===== src/rtl/mem_boot_loader.sv =====
// rtl/mem_boot_loader.sv - framed byte-stream loader that fills test memory and releases the core
module mem_boot_loader #(
    parameter int ADDR_W        = 16,
    parameter int RELEASE_DELAY = 4
) (
    input  logic              ph1,
    input  logic              reset,
    input  logic              in_valid,
    input  logic [7:0]        in_data,
    output logic              in_ready,
    output logic              mem_we,
    output logic [ADDR_W-1:0] mem_addr,
    output logic [7:0]        mem_wdata,
    output logic              cpu_resetb,
    output logic              done,
    output logic              error
);

    typedef enum logic [3:0] {
        S_ADDR_LO,
        S_ADDR_HI,
        S_LEN_LO,
        S_LEN_HI,
        S_DATA,
        S_CSUM,
        S_WAIT,
        S_RUN,
        S_ERR
    } state_t;

    state_t            state;
    state_t            next_state;
    logic              accept_state;
    logic              xfer;
    logic [7:0]        addr_lo;
    logic [7:0]        len_lo;
    logic [ADDR_W-1:0] ptr;
    logic [15:0]       remaining;
    logic [7:0]        sum;
    logic [7:0]        cnt;

    // Only the frame-parsing states take bytes; reset forces ready low immediately.
    assign in_ready = !reset && accept_state;
    assign xfer     = in_valid && in_ready;

    // State register.
    always_ff @(posedge ph1) begin
        if (reset) begin
            state <= S_ADDR_LO;
        end else begin
            state <= next_state;
        end
    end

    // Next-state decode and the ready qualifier for each state.
    always_comb begin
        next_state   = state;
        accept_state = 1'b0;
        case (state)
            S_ADDR_LO: begin
                accept_state = 1'b1;
                if (xfer) next_state = S_ADDR_HI;
            end
            S_ADDR_HI: begin
                accept_state = 1'b1;
                if (xfer) next_state = S_LEN_LO;
            end
            S_LEN_LO: begin
                accept_state = 1'b1;
                if (xfer) next_state = S_LEN_HI;
            end
            S_LEN_HI: begin
                accept_state = 1'b1;
                // A zero-length frame carries only the checksum byte.
                if (xfer) next_state = ({in_data, len_lo} == 16'd0) ? S_CSUM : S_DATA;
            end
            S_DATA: begin
                accept_state = 1'b1;
                if (xfer && remaining == 16'd1) next_state = S_CSUM;
            end
            S_CSUM: begin
                accept_state = 1'b1;
                if (xfer) next_state = (in_data == sum) ? S_WAIT : S_ERR;
            end
            S_WAIT: begin
                if (cnt == 8'd0) next_state = S_RUN;
            end
            S_RUN:   next_state = S_RUN;
            S_ERR:   next_state = S_ERR;
            default: next_state = S_ADDR_LO;
        endcase
    end

    // Header capture, payload write pipeline, checksum accumulation and release counter.
    always_ff @(posedge ph1) begin
        if (reset) begin
            addr_lo    <= 8'd0;
            len_lo     <= 8'd0;
            ptr        <= '0;
            remaining  <= 16'd0;
            sum        <= 8'd0;
            cnt        <= 8'd0;
            mem_we     <= 1'b0;
            mem_addr   <= '0;
            mem_wdata  <= 8'd0;
            cpu_resetb <= 1'b0;
            done       <= 1'b0;
            error      <= 1'b0;
        end else begin
            mem_we <= 1'b0;
            case (state)
                S_ADDR_LO: if (xfer) addr_lo <= in_data;
                S_ADDR_HI: if (xfer) ptr <= ADDR_W'({in_data, addr_lo});
                S_LEN_LO:  if (xfer) len_lo <= in_data;
                S_LEN_HI:  if (xfer) remaining <= {in_data, len_lo};
                S_DATA: begin
                    if (xfer) begin
                        mem_we    <= 1'b1;
                        mem_addr  <= ptr;
                        mem_wdata <= in_data;
                        ptr       <= ptr + ADDR_W'(1);
                        sum       <= sum + in_data;
                        remaining <= remaining - 16'd1;
                    end
                end
                S_CSUM:  if (xfer) cnt <= 8'(RELEASE_DELAY);
                S_WAIT:  if (cnt != 8'd0) cnt <= cnt - 8'd1;
                default: ;
            endcase
            // Registered from the next state so release and error are glitch-free.
            cpu_resetb <= (next_state == S_RUN);
            done       <= (next_state == S_RUN);
            error      <= (next_state == S_ERR);
        end
    end

endmodule


===== config.mk =====
export PLATFORM = sky130hd
export DESIGN_NAME = mem_boot_loader
export DESIGN_NICKNAME = d
export VERILOG_FILES = /design/src/rtl/mem_boot_loader.sv
export SDC_FILE = /design/constraint.sdc
export NUM_CORES = 1
export LEC_CHECK = 0
export BUFFER_PORTS_ARGS = -buffer_cell sky130_fd_sc_hd__buf_2
export CAP_MARGIN = 5
export CORE_AREA = 2 2 101 103
export CTS_CLUSTER_DIAMETER = 100
export CTS_CLUSTER_SIZE = 12
export DETAILED_ROUTE_END_ITERATION = 10
export DIE_AREA = 0 0 103 105
export GPL_ROUTABILITY_DRIVEN = 0
export PLACE_DENSITY = 0.75
export SETUP_SLACK_MARGIN = 0.5
export SKIP_LAST_GASP = 1
export SYNTH_ARGS = -nofsm -noshare
export SYNTH_HDL_FRONTEND = slang
export SYNTH_SLANG_ARGS = --single-unit
export TNS_END_PERCENT = 1

===== constraint.sdc =====
create_clock -name ph1 -period 2.35 [get_ports ph1]
set_clock_uncertainty 0.15 [all_clocks]
set_input_delay 0.1175 -clock ph1 [delete_from_list [all_inputs] [get_ports ph1]]
set_output_delay 0.1175 -clock ph1 [all_outputs]
set_load 0.005 [all_outputs]

==> flow_summary.json <==
{
  "cts_num_sinks": 95,
  "synth_edf_count": 0,
  "grt_max_degree": 70,
  "dp_cells": 763,
  "power.leakage_nw": 2.02,
  "grt_usage_pct": 23.2,
  "p_sw_share_pct": 24.5,
  "worstReg2RegEnd": "remaining[15]",
  "cts_tree": "built",
  "cp_data_arrival_time_ns": 2.11,
  "reg2reg_slack_ns": 0.36,
  "finalNonFillerCells": 789,
  "ctsRootBufferMaster": "clkbuf_8",
  "r2r_cells": 6,
  "grt_pass1_vias": 4183,
  "max_slew_margin_pct": 52.5,
  "hp-start": "in_data[7]",
  "final_cell_area_mm2": 0.00556,
  "grt_overflow": 0,
  "drc": 0,
  "wirelength_mm": 12.0,
  "ys.flop_type": "dfxtp_1",
  "fmax_mhz": 503,
  "comb_power_share_pct": 6.3,
  "worstReg2RegStart": "remaining[1]",
  "die_h_um": 105,
  "avgSynthCellArea_um2": 7.75,
  "max-cap-violations": 0,
  "htreeDepth": 3,
  "final_util_pct": 57.7,
  "placedInstanceArea_mm2": 0.00511,
  "hold_depth": 3,
  "synth_cell_type_count": 59,
  "fin_total_pwr_mw": 3.05,
  "wl_per_cell_um": 15.2,
  "grt_pass1_wl_mm": 20.2,
  "vias_per_cell": 5.64,
  "seq_area_mm2": 0.00191,
  "p_sw_mw": 0.747,
  "hpwlAfterDp_mm": 7.99,
  "io_buffers": 39,
  "multiInputGateArea_mm2": 0.00272,
  "ys_async_sr_fraction_pct": 0,
  "layout_setup_ws_ns": 0.361,
  "yosys_warnings": 0,
  "tightestPinTransition_ns": 0.713,
  "rsz0062_at_grt": "yes",
  "nFillCells": 888,
  "hp-class": "in2reg",
  "ys_seq_area_share_pct": 40.3,
  "fin_setup_tns_ns": 0,
  "power_frac_clock_pct": 40.1,
  "final_common_cell": "nand2_1",
  "diodes": 0,
  "ioPinCount": 40,
  "status": "finished, final reports clean",
  "period_minus_slack_ns": 1.99,
  "ir_drop_uv": 285,
  "path_class": "reg2reg",
  "place_ws_ns": 0.301,
  "seqPwrFrac_pct": 53.6,
  "period_share_pct": 84.6,
  "cts_buffers": 9,
  "finalMaxSlewViolations": 0,
  "hold_end": "ptr[15]",
  "area_growth_pct": 17.8,
  "syn_nets": 632,
  "std_cell_rows": 36,
  "cts.clk_slew.worst_paths_ns": 0.10,
  "layout_common_cells": "nand2_1, dfxtp_1, nor2_1, a21oi_1, buf_2",
  "fin_nets": 674,
  "syn_inst": 609,
  "critPathMaxFanout": 5,
  "synth_seq_cells": 95,
  "power_density_mw_per_mm2": 549,
  "cts_buffer_depth": 2,
  "finalHoldViolations": 0,
  "die_w_um": 103,
  "initial_core_util_pct": 48.9,
  "firstDrtPassIters": 4,
  "antenna_found_initial": 0,
  "antenna_left": 0,
  "first_iter_violations": 319,
  "clk_latency_ns": 0.38,
  "power.internal_mw": 2.31,
  "worstPathRequired_ns": 2.47,
  "mappedNetlistArea_mm2": 0.00472,
  "setup_viol": 0,
  "start_kind": "flip-flop",
  "layout-drive-gt1-share_pct": 18.9,
  "endpoint_kind": "flip-flop",
  "die_area_mm2": 0.0108,
  "num_vias": 4450,
  "hold-worst-slack_ns": 0.0148,
  "fp.coreArea_mm2": 0.00964
}
==> final cells by class <==
type,instances,share of cell area (%)
repair buffers,72,8.73
clock inverters,7,1.87
flip-flops and latches,95,34.4
inverters,13,0.878
multi-input cells,460,48.9
clock buffers,9,2.23
well taps,133,2.99
==> flip-flops by register name, indices dropped and copies added, names as in the netlist <==
register and flops:
done 1, ptr 16, len_lo 8, state 4, cnt 8, mem_addr 16, remaining 16, mem_we 1
sum 8, addr_lo 8, mem_wdata 8, error 1
==> power groups by stage <==
| stage | logic [mW] | registers [mW] | clock network, mW |
|---|---|---|---|
| finish | 0.191 | 1.64 | 1.22 |
| global route | 0.211 | 1.64 | 1.30 |
| CTS | 0.186 | 1.64 | 1.24 |
| detailed placement | 0.173 | 1.68 | 0 |
| global placement | 0.170 | 1.67 | 0 |
| floorplan | 0.112 | 1.67 | 0 |
==> Yosys cell counts, types with 11 or more instances <==
cell | instances | area, µm²
a21oi_1 | 72 | 360
buf_2 | 16 | 80.1
clkbuf_1 | 22 | 82.6
dfxtp_1 | 95 | 1900
ha_1 | 11 | 138
inv_1 | 13 | 48.8
mux2i_1 | 15 | 150
nand2_1 | 92 | 345
nand3_1 | 16 | 80.1
nor2_1 | 79 | 297
nor3_1 | 21 | 105
nor4_1 | 12 | 75.1
o21ai_0 | 31 | 155
==> layer usage <==
layer / global-route usage (%) / vias up / share of wire (%)
met3: 4.48 / 20 / 6.2
met2: 37.8 / 104 / 51
met1: 30.0 / 2098 / 41
li1: - / 2228 / -
met4: 8.74 / 0 / 1.9
met5: 0 / - / 0
==> logic make-up after synthesis <==
logic type	synth area share, %
and+or+nand+nor	26.9
AOI/OAI and AO/OA	18.9
DFF	40.3
adders and majority gates	3.34
buffers and inverters	4.96
muxes	3.18
xor gates and xnor gates	2.41
==> worst max-delay path, stage by stage (launching register included) <==
cell	delay, ns
dfxtp_2	0.35
or4_4	0.53
or3_4	0.44
nor2_4	0.11
a31oi_1	0.10
nor2_1	0.14
nor3_2	0.06
==> repair_timing <==
action | 4_1_cts | 5_1_grt
gates resized for setup | 5 | 28
hold buffers | 6 | 0
hold endpoints to repair | 13 | 0
endpoints found under the setup margin | 65 | 85
pin swaps | 0 | 8
buffers inserted | 0 | 4
==> how the worst max path moves through the flow <==
stage / start / end / slack (ns) / cells after the start
global placement: state[0] / ptr[5] / 0.39 / 7
detailed placement: state[2] / cnt[7] / 0.30 / 7
global route: remaining[1] / remaining[15] / 0.27 / 6
CTS: remaining[0] / remaining[15] / 0.35 / 5
floorplan: remaining[4] / remaining[15] / 0.45 / 6
finish: remaining[1] / remaining[15] / 0.36 / 6
Power figures use the tool's default switching activity.
